**src/rtl/localbus_reg_target.sv**
```systemverilog
// Localbus responder: executes WR/RD/SET/CLR commands against control registers and status
// words, one response per command. Define LB_ERRCNT_EN to add a clearable error counter.
module localbus_reg_target #(
   parameter int unsigned         LBCWIDTH = 8,
   parameter int unsigned         LBAWIDTH = 24,
   parameter int unsigned         LBDWIDTH = 32,
   parameter logic [LBAWIDTH-1:0] BASE     = 24'h000100,
   parameter int unsigned         NREG     = 16,
   parameter int unsigned         NSTAT    = 8
) (
   input  logic                      clk,
   input  logic                      rstn,
   input  logic                      lb_valid,
   output logic                      lb_ready,
   input  logic [LBCWIDTH-1:0]       lb_cmd,
   input  logic [LBAWIDTH-1:0]       lb_addr,
   input  logic [LBDWIDTH-1:0]       lb_wdata,
   output logic                      lb_rvalid,
   input  logic                      lb_rready,
   output logic [LBDWIDTH-1:0]       lb_rdata,
   output logic [1:0]                lb_rstat,
   output logic [NREG*LBDWIDTH-1:0]  regs,
   output logic [NREG-1:0]           reg_wstb,
   input  logic [NSTAT*LBDWIDTH-1:0] stat
);

   localparam int unsigned IDXW  = (NREG > 1) ? $clog2(NREG) : 1;
   localparam int unsigned SIDXW = (NSTAT > 1) ? $clog2(NSTAT) : 1;

   localparam logic [LBCWIDTH-1:0] CmdWr  = LBCWIDTH'(1);
   localparam logic [LBCWIDTH-1:0] CmdRd  = LBCWIDTH'(2);
   localparam logic [LBCWIDTH-1:0] CmdSet = LBCWIDTH'(3);
   localparam logic [LBCWIDTH-1:0] CmdClr = LBCWIDTH'(4);

   typedef enum logic [1:0] {StIdle, StExec, StResp} state_t;

   state_t              state;
   logic [LBCWIDTH-1:0] cmd_q;
   logic [LBAWIDTH-1:0] addr_q;
   logic [LBDWIDTH-1:0] wdata_q;
   logic [LBDWIDTH-1:0] reg_q  [NREG];
   logic [LBDWIDTH-1:0] stat_w [NSTAT];

   logic [LBAWIDTH-1:0] off;
   logic [IDXW-1:0]     ridx;
   logic [SIDXW-1:0]    sidx;
   logic                cmd_ok;
   logic [LBDWIDTH-1:0] cur;
   logic [LBDWIDTH-1:0] ex_rdata;
   logic [LBDWIDTH-1:0] ex_wval;
   logic [1:0]          ex_rstat;
   logic                ex_wen;

   for (genvar i = 0; i < NREG; i++) begin : g_regs
      assign regs[i*LBDWIDTH +: LBDWIDTH] = reg_q[i];
   end
   for (genvar i = 0; i < NSTAT; i++) begin : g_stat
      assign stat_w[i] = stat[i*LBDWIDTH +: LBDWIDTH];
   end

   // Unsigned wrap makes any address below BASE land far out of range.
   assign off    = addr_q - BASE;
   assign ridx   = IDXW'(off);
   assign sidx   = SIDXW'(off - LBAWIDTH'(NREG));
   assign cmd_ok = (cmd_q == CmdWr) || (cmd_q == CmdRd) || (cmd_q == CmdSet) ||
                   (cmd_q == CmdClr);
   assign cur    = reg_q[ridx];

`ifdef LB_ERRCNT_EN
   logic [LBDWIDTH-1:0] errcnt_q;
   logic                ex_errclr;
`endif

   always_comb begin
      ex_rdata = '0;
      ex_rstat = 2'd0;
      ex_wen   = 1'b0;
      ex_wval  = '0;
`ifdef LB_ERRCNT_EN
      ex_errclr = 1'b0;
`endif
      if (!cmd_ok) begin
         ex_rstat = 2'd2;
      end else if (off < LBAWIDTH'(NREG)) begin
         case (cmd_q)
            CmdWr:   ex_wval = wdata_q;
            CmdSet:  ex_wval = cur | wdata_q;
            CmdClr:  ex_wval = cur & ~wdata_q;
            default: ex_wval = cur;
         endcase
         ex_wen   = (cmd_q != CmdRd);
         ex_rdata = ex_wval;
      end else if (off < LBAWIDTH'(NREG + NSTAT)) begin
         if (cmd_q == CmdRd) ex_rdata = stat_w[sidx];
         else                ex_rstat = 2'd1;
`ifdef LB_ERRCNT_EN
      end else if (off == LBAWIDTH'(NREG + NSTAT)) begin
         if (cmd_q == CmdRd)      ex_rdata  = errcnt_q;
         else if (cmd_q == CmdWr) ex_errclr = 1'b1;
         else                     ex_rstat  = 2'd1;
`endif
      end else begin
         ex_rstat = 2'd1;
      end
   end

`ifdef LB_ERRCNT_EN
   always_ff @(posedge clk or negedge rstn) begin
      if (!rstn) begin
         errcnt_q <= '0;
      end else if (state == StExec) begin
         if (ex_errclr)                               errcnt_q <= '0;
         else if (ex_rstat != 2'd0 && errcnt_q != '1) errcnt_q <= errcnt_q + 1'b1;
      end
   end
`endif

   always_ff @(posedge clk or negedge rstn) begin
      if (!rstn) begin
         state     <= StIdle;
         lb_ready  <= 1'b0;
         lb_rvalid <= 1'b0;
         lb_rdata  <= '0;
         lb_rstat  <= 2'd0;
         reg_wstb  <= '0;
         cmd_q     <= '0;
         addr_q    <= '0;
         wdata_q   <= '0;
         for (int i = 0; i < NREG; i++) reg_q[i] <= '0;
      end else begin
         reg_wstb <= '0;
         unique case (state)
            StIdle: begin
               lb_ready <= 1'b1;
               if (lb_valid && lb_ready) begin
                  cmd_q    <= lb_cmd;
                  addr_q   <= lb_addr;
                  wdata_q  <= lb_wdata;
                  lb_ready <= 1'b0;
                  state    <= StExec;
               end
            end
            StExec: begin
               lb_rdata  <= ex_rdata;
               lb_rstat  <= ex_rstat;
               lb_rvalid <= 1'b1;
               if (ex_wen) begin
                  reg_q[ridx]    <= ex_wval;
                  reg_wstb[ridx] <= 1'b1;
               end
               state <= StResp;
            end
            StResp: begin
               if (lb_rready) begin
                  lb_rvalid <= 1'b0;
                  lb_ready  <= 1'b1;
                  state     <= StIdle;
               end
            end
            default: state <= StIdle;
         endcase
      end
   end

endmodule

```
**config.mk**
```make
export PLATFORM = sky130hd
export DESIGN_NAME = localbus_reg_target
export DESIGN_NICKNAME = d
export VERILOG_FILES = /design/src/rtl/localbus_reg_target.sv
export SDC_FILE = /design/constraint.sdc
export NUM_CORES = 1
export LEC_CHECK = 0
export ABC_AREA = 1
export BUFFER_PORTS_ARGS = -buffer_cell sky130_fd_sc_hd__buf_4
export CAP_MARGIN = 20
export CORE_MARGIN = 10
export CORE_UTILIZATION = 25
export CTS_CLUSTER_DIAMETER = 100
export DETAILED_ROUTE_END_ITERATION = 8
export PLACE_DENSITY = 0.52
export SKIP_CTS_REPAIR_TIMING = 1
export SLEW_MARGIN = 20
export SYNTH_ARGS = -nofsm -noshare
export SYNTH_HDL_FRONTEND = slang
export SYNTH_SLANG_ARGS = --single-unit
export TNS_END_PERCENT = 1
```
**constraint.sdc**
```tcl
create_clock -name clk -period 2.6 [get_ports clk]
set_input_delay 0.13 -clock clk [delete_from_list [all_inputs] [get_ports clk]]
set_output_delay 0.13 -clock clk [all_outputs]
set_load 0.1 [all_outputs]
```
Word level (Yosys, flattened, before mapping)
Cells that the tools add are included.

$add $sub $neg: 2. Magnitude comparators: 7. Eq/ne operators: 9. Multiplexer cells: 34. Bitwise operators: 5. Reductions and logical operators: 14.

Operators by type and width (number): $bwmux W512 (1); $mux W32 (11); $bmux W32 S4 (1); $demux W32 S4 (1); $bmux W32 S3 (1); $pmux W32 S3 (1); $lt A24 B5 Y1 const B (2); $and A32 B32 Y32 (1); $mux W16 (2); $not A32 Y32 (1); $or A32 B32 Y32 (1); $sub A24 B9 Y24 const B (1); $eq A8 B2 Y1 const B (2); $mux W2 (5); $reduce_and A2 Y1 (5); $eq A8 B1 Y1 const B (1); $eq A8 B3 Y1 const B (1); $ne A8 B2 Y1 const B (1); $mux W1 (7); $pmux W2 S3 (1); $ge A5 B5 Y1 const B (1); $lt A4 B5 Y1 const B (1); $lt A5 B1 Y1 const B (1); $not A4 Y5 (1); 13 further kinds (20).

Bits in registers: 630. Output and inout port bits: 564. Word-level logic and storage cells: 96.

Logic depth before layout (Yosys ltp)
Gate-level depths: netlist (run 1).

Word-level depth: 10. Depth in mapped cells: 18. Gate-level depth less buffers: 15.

Worst setup path after synthesis (run 1)
OpenSTA, ideal clock, no wires.

Kind: register -> register. Start: register addr_q[11]. End: register reg_q, in the netlist regs[204]. Arrival: 1976 ps. Data required time: 2469 ps. Setup slack: 493 ps. Stages on the path, launching flop included: 14. Buffers on the path: 3. Period minus slack after synthesis: 2107 ps. Path through: dfrtp_1 nor2_1 nand2_1 nor2_2 nand3_1 xor2_1 nand3_4 nor2_8 buf_8 nand3_2 buf_6 buf_2 nand2_1 o21ai_1.

Word-level cells in the longest chain between the ends: 5.

Ends and longest elaborated chain: start, declared (RTL line 39) `logic [LBAWIDTH-1:0] addr_q;`; start signal, assigned (RTL line 137) `addr_q <= lb_addr;`; $sub A24 B9 Y24 (*) (RTL line 62) `assign off = addr_q - BASE;`; $lt A24 B5 Y1 (*) (RTL line 84) `end else if (off < LBAWIDTH'(NREG)) begin`; $mux W32 or $mux W1 (tied branches) (RTL line 84); $mux W32 or $mux W1 (tied branches) (RTL line 82) `if (!cmd_ok) begin`; $bwmux W512 or $reduce_and A2 Y1 (tied branches); end signal, assigned by index (RTL line 148) `reg_q[ridx] <= ex_wval;`; end, declared (RTL line 41) `logic [LBDWIDTH-1:0] reg_q [NREG];`.

Every way passes the cells marked *; elsewhere a longest branch is shown, timed or not. A chain may end at the register's enable or synchronous reset.

Worst setup path after layout (run 1)
Start: register addr_q[0]. End: register reg_q, in the netlist regs[218].

Word-level cells in the longest chain between the ends: 10.

Ends and longest elaborated chain: $sub A24 B9 Y24 (*) (RTL line 62); $not A4 Y5 (not written as such) (RTL line 67, 148); $bmux W32 S4 (RTL line 67) `assign cur = reg_q[ridx];`; $mux W32 (not written as such) (2 in series) (RTL line 67); $and A32 B32 Y32 or $or A32 B32 Y32 (tied branches) (RTL line 88, 87); $pmux W32 S3 (RTL line 85) `case (cmd_q)`; $mux W32 (RTL line 84); $mux W32 (RTL line 82); $bwmux W512 (RTL line 148).

Every way passes the cells marked *; elsewhere a longest branch is shown, timed or not. The select of a mux whose other input is x is not followed.

==> out/qor.yml, run 1 <==
drt_iter0_drc: 2981
place_ws_ns: -0.1158
syn_area_sq_um: 32170
ir_drop_mv: 0.4650
busiest_layer: "met2"
vias: 33280
final_layout_size_suffix_gt1_share_pct: 25.64
violations: "negative hold slack"
ios: 888
clkSlewWorstSetupHoldPaths_ns: 0.06
rsz0062_at_grt: "yes"
final_nets: 5467
core_sq_um: 127700
grt_use_total_pct: 24.23
cp.required_ns: 3.15
use_met1_pct: 29.32
maxSlewHeadroom_pct: 52.00
die_area_sq_um: 143400
placed_cells: 6649
fin_crit_ns: 2.546
gp_congestion: 0.9006
arrival_ns: 3.09
maxCapViolations: 0
finalPower_uw: 32700
hpwl_microns: 136600
fin_worst_hold_slack_ns: -0.02229
endpoint_kind: "flip-flop"
syn-num-nets: 4601
firstDrtPassIters: 6
use_met3_pct: 6.246
groute.layer.met2.usage_pct: 41.54
synthCells: 4277
crit_path_max_fanout: 27
grt_pass1_wl_microns: 250700
fmax_ghz: 0.3927
worst_skew_pair.late_latency_ns: 0.71
register_area_sq_um: 15770
finalHoldViolations: 9
finClkSkew_ns: 0.03842
cts_tree: "done"
fin_area_sq_um: 44890
antenna_found_initial: 8
port_buffers: 887
tightest_slew_ns: 0.7201
grt_max_degree: 103
drc_errors: 0
r2r_slack_ns: 0.05
finalWirelength_microns: 180900
setup_viol: 0
drv_slew: 0
wl_per_cell_microns: 26.34
htreeDepth: 3
endpoint: "regs[218]"
syn2layout_area_growth_pct: 39.54
cts.sinks: 630
numCtsBuffers: 82
fin_cells: 6867
run_status: "finished, violations left"
setup_ws_ns: 0.05382
ys_warn_count: 0
start_util_pct: 25.19
regToRegStartpoint: "addr_q[0]"
p_per_area_nw_per_um2: 728.6
reg2reg_to: "regs[218]"
min_period_over_period_pct: 97.93
grt_pass1_vias: 32240
drtAntennaViolNets: 0
synth.distinct_cells: 34
worst_r2r_path_depth: 16
ys_seq_elements: 630
seq_area_frac_synth_pct: 49.01
grt.overflow.total: 0
place_area_sq_um: 41260
viasPerCell: 4.847
postSynthAreaPerCell_sq_um: 7.521
critPathLaunchType: "flip-flop"
dieWidth_microns: 378.7
fill_cells: 13590
critPathLaunch: "addr_q[0]"
die_h_microns: 378.7
hp-class: "in -> async"
cts_buffer_depth: 3
fp-row-count: 131
multiInputGateArea_sq_um: 14500
power.leakage_uw: 0.02292
crit_type: "reg -> reg"
cts_root_buffer: "clkbuf_16"
==> stage by stage <==
| stage | util [%] | setup TNS [ns] |
|---|---|---|
| after floorplan | - | 0 |
| after global placement | 32.29 | -0.3888 |
| after detailed placement | 32.31 | -1.301 |
| after CTS | 34.47 | -1.736 |
| after global routing | 35.15 | -4.601 |
| final | 35.15 | 0 |
==> how the worst min path moves through the flow <==
stage | startpoint | endpoint | slack [ns] | depth (start not counted)
after floorplan | rstn | addr_q[0] | -0.17 | 0
after global placement | rstn | lb_rdata[0] | 0.12 | 1
after detailed placement | rstn | addr_q[2] | 0.11 | 1
after CTS | rstn | addr_q[2] | -0.67 | 1
after global routing | rstn | addr_q[2] | 0.003 | 2
final | rstn | addr_q[2] | -0.02 | 2
==> registers in the layout (all words and copies together) (netlist names) <==
signal,cells
cmd_q,8
lb_rstat,2
lb_rvalid,1
reg_wstb,16
wdata_q,32
addr_q,24
lb_ready,1
regs,512
lb_rdata,32
state,2
==> placed cells by master (no fill, tap or decap), types with 4 or more instances in the layout <==
master,n
a22oi_1,128
dfrtp_1,628
bufinv_16,5
clkinv_2,12
dlygate4sd3_1,66
clkbuf_8,18
nand3_1,8
nand2_1,2255
clkbuf_1,15
nand2_2,14
clkbuf_16,87
or2_2,30
o21ai_2,45
nor2_1,21
o21ai_1,373
inv_6,5
nand3_2,30
nand3_4,21
nand4_1,4
buf_12,74
inv_1,62
nor2_4,7
buf_4,956
a21oi_1,64
o21ai_0,239
nor2_2,6
==> power breakdown <==
group	switching (uW)	total, uW	internal [uW]
sequential	409	10800	10400
combinational	6950	10100	3200
clock	4760	11800	7040
total	12100	32700	20600
==> logic make-up after synthesis <==
group           after synthesis  share of synthesized area (%)
flops                       630                          49.01
buf+inv                     394                          6.515
simple gates               2403                          29.73
compound gates              849                          14.72
xor+xnor                      1                        0.02723
==> layer usage <==
metal  part of all wire [%]  up-vias  wire (microns)
met5                 0.0072        -              13
met2                     49     1229           89300
met1                     39    16360           71300
met3                    7.6      237           13830
met4                    3.6        2            6435
li1                       -    15460               -
==> worst max-delay path, cell delays in order (launching register included) <==
cell and delay, ns:
dfrtp_4 0.54, buf_12 0.19, buf_4 0.16, clkbuf_16 0.21, nand2_1 0.08, nand2_1 0.15
nand2_1 0.10, nand2_1 0.08, nand2_1 0.08, nand2_1 0.09, o21ai_1 0.14, nand2_1 0.06
nand2_1 0.05, nand2_1 0.08, nand3_2 0.09, buf_12 0.17, o21ai_1 0.09
==> layout make-up <==
cell class              instances  share of cell area (%)
flip-flops and latches        630                   35.14
multi-input cells            3253                   32.30
repair buffers               1104                   21.11
clock buffers                 119                   5.472
well taps                    1662                   4.633
inverters                      72                  0.6829
clock inverters                25                  0.6467
diodes                          2                 0.01115
==> synthesized netlist by cell type (all sizes together) <==
master     n  area (sq um)
nand2   2270          8523
o21ai    657          3453
dfrtp    630         15770
buf      236          1494
a22oi    128         960.9
clkbuf    86         324.1
inv       68         257.8
a21oi     64         320.3
nand3     59         603.1
nor2      35         177.7
or2       32         200.2
nand4      5         37.53
clkinv     4         20.02
nor3       2         21.27
xor2       1         8.760
No activity file was read; power rests on OpenSTA's default activity.
==> run 2, diff against run 1 <==
PLACE_DENSITY = default   (was 0.52)
PLACE_DENSITY_LB_ADDON = 0.1   (was default)
==> out/qor.yml, run 2 (synthesis results as in run 1) <==
syn2layout_area_growth_pct: 42.59
fin_crit_ns: 2.508
drt_iter0_drc: 2484
start_util_pct: 25.19
final_layout_size_suffix_gt1_share_pct: 26.48
maxCapViolations: 0
crit_path_max_fanout: 28
drv_slew: 0
fin_util_pct: 35.92
gp_congestion: 0.8943
numCtsBuffers: 82
grt_use_total_pct: 23.88
grt_pass1_vias: 32030
cts.sinks: 630
arrival_ns: 3.07
die_h_microns: 378.7
cts_tree: "done"
maxSlewHeadroom_pct: 46.58
regToRegStartpoint: "addr_q[0]"
crit_path_frequent_cell: "nand2_1"
grt.overflow.total: 0
fin_cells: 6918
critPathLaunch: "addr_q[0]"
critPathLaunchType: "flip-flop"
crit_buf_inv: 5
setup_viol: 0
register_area_sq_um: 15770
path_delay_family: "buffers and inverters"
fin_worst_hold_slack_ns: 0.02226
run_status: "finished, final reports clean"
worst_skew_pair.late_latency_ns: 0.68
dieWidth_microns: 378.7
final_cell_mix: "2252 x nand2_1, 952 x buf_4, 627 x dfrtp_1, 357 x o21ai_1, 255 x o21ai_0"
final_common_cell: "nand2_1"
endpoint_kind: "flip-flop"
crit_chain: "clkinv_8 > buf_16 > buf_16 > nor2_4 > buf_12 > buf_12 > a22oi_1 > a21oi_1 > or2_2 > nand2_1 > nand2_1 > nand2_1 > nand2_1"
rsz0062_at_grt: "yes"
core_sq_um: 127700
grt_pass1_wl_microns: 248700
power.leakage_uw: 0.02340
placed_cells: 6682
die_area_sq_um: 143400
viasPerCell: 4.715
r2r_slack_ns: 0.09
critPathMaxStageDelay_ns: 0.54
hp-class: "in -> reg"
cts_buffer_depth: 3
vias: 32620
cts_root_buffer: "clkbuf_16"
wl_per_cell_microns: 26.29
multiInputGateArea_sq_um: 14560
min_period_over_period_pct: 96.45
antenna_found_initial: 8
tightest_slew_ns: 0.8004
finalWirelength_microns: 181900
port_buffers: 887
ios: 888
cp_slowest_cell: "dfrtp_4"
p_per_area_nw_per_um2: 728.3
firstDrtPassIters: 8
largest_register_ffs: 512
finalHoldViolations: 0
htreeDepth: 3
fill_cells: 13480
drtAntennaViolNets: 0
fmax_ghz: 0.3988
fp-row-count: 131
hold_path.startpoint: "lb_addr[0]"
drc_errors: 0
final_nets: 5514
crit_type: "reg -> reg"
grt_max_degree: 81
hpwl_microns: 135900
finClkSkew_ns: 0.03076
clkSlewWorstSetupHoldPaths_ns: 0.06
ir_drop_mv: 0.4851
cp.required_ns: 3.16
-- run 2: cell count changes in the layout (fill, tap and decap cells not counted), moves of 4 or more --
| cell | before | now |
|---|---|---|
| buf_6 | 3 | 11 |
| nand2_2 | 14 | 18 |
| o21ai_1 | 373 | 357 |
| o21ai_0 | 239 | 255 |
| buf_12 | 74 | 111 |
| nand3_4 | 21 | 26 |
| buf_4 | 956 | 952 |
-- run 2: through the flow --
| step | cell area, sq um | power (uW) | setup WS, ns | setup TNS (ns) |
|---|---|---|---|---|
| after CTS | 44740 | 33370 | 0.02004 | 0 |
| after global routing | 45860 | 34930 | -0.01102 | -0.01275 |
| final | 45870 | 33410 | 0.09224 | 0 |
| after detailed placement | 41970 | 21350 | 0.03069 | 0 |
| after global placement | 41970 | 21380 | 0.04146 | 0 |
| after floorplan | 32170 | 16240 | 0.4929 | 0 |
-- run 2: layer usage --
metal | global-route usage (%) | wire length, microns
met1 | 29.22 | 74200
met2 | 41.54 | 90660
met3 | 6.395 | 12880
met4 | 5.575 | 4122
met5 | 0 | 13
-- run 2: area by class of cell --
cell class	instances	share of cell area, %
inverters	72	0.6438
well taps	1662	4.534
repair buffers	1149	22.63
multi-input cells	3255	31.74
clock inverters	28	0.7174
flip-flops and latches	630	34.39
clock buffers	120	5.336
diodes	2	0.01091
-- run 2: final timing paths --
check | end | cells past startpoint
max in group asynchronous | regs[464] | 4
min reg2reg | lb_rdata[5] | 2
min in group asynchronous | reg_wstb[7] | 3
max | lb_rdata[25] | 13
max reg2reg | lb_rdata[25] | 13
min | addr_q[0] | 4
-- run 2: worst min-delay path, delay by kind of cell --
kind / cells / cell delay [ns]
AO/OA/AOI/OAI: 1 / 0.17
buffers and inverters: 2 / 0.28
AND/OR/NAND/NOR: 1 / 0.06
-- run 2: report_power, final --
part | leakage, uW | switching [uW] | internal (uW)
sequential | 0.00868 | 421 | 10400
clock | 0.00137 | 4870 | 7030
combinational | 0.0133 | 7130 | 3600
total | 0.0234 | 12400 | 21000
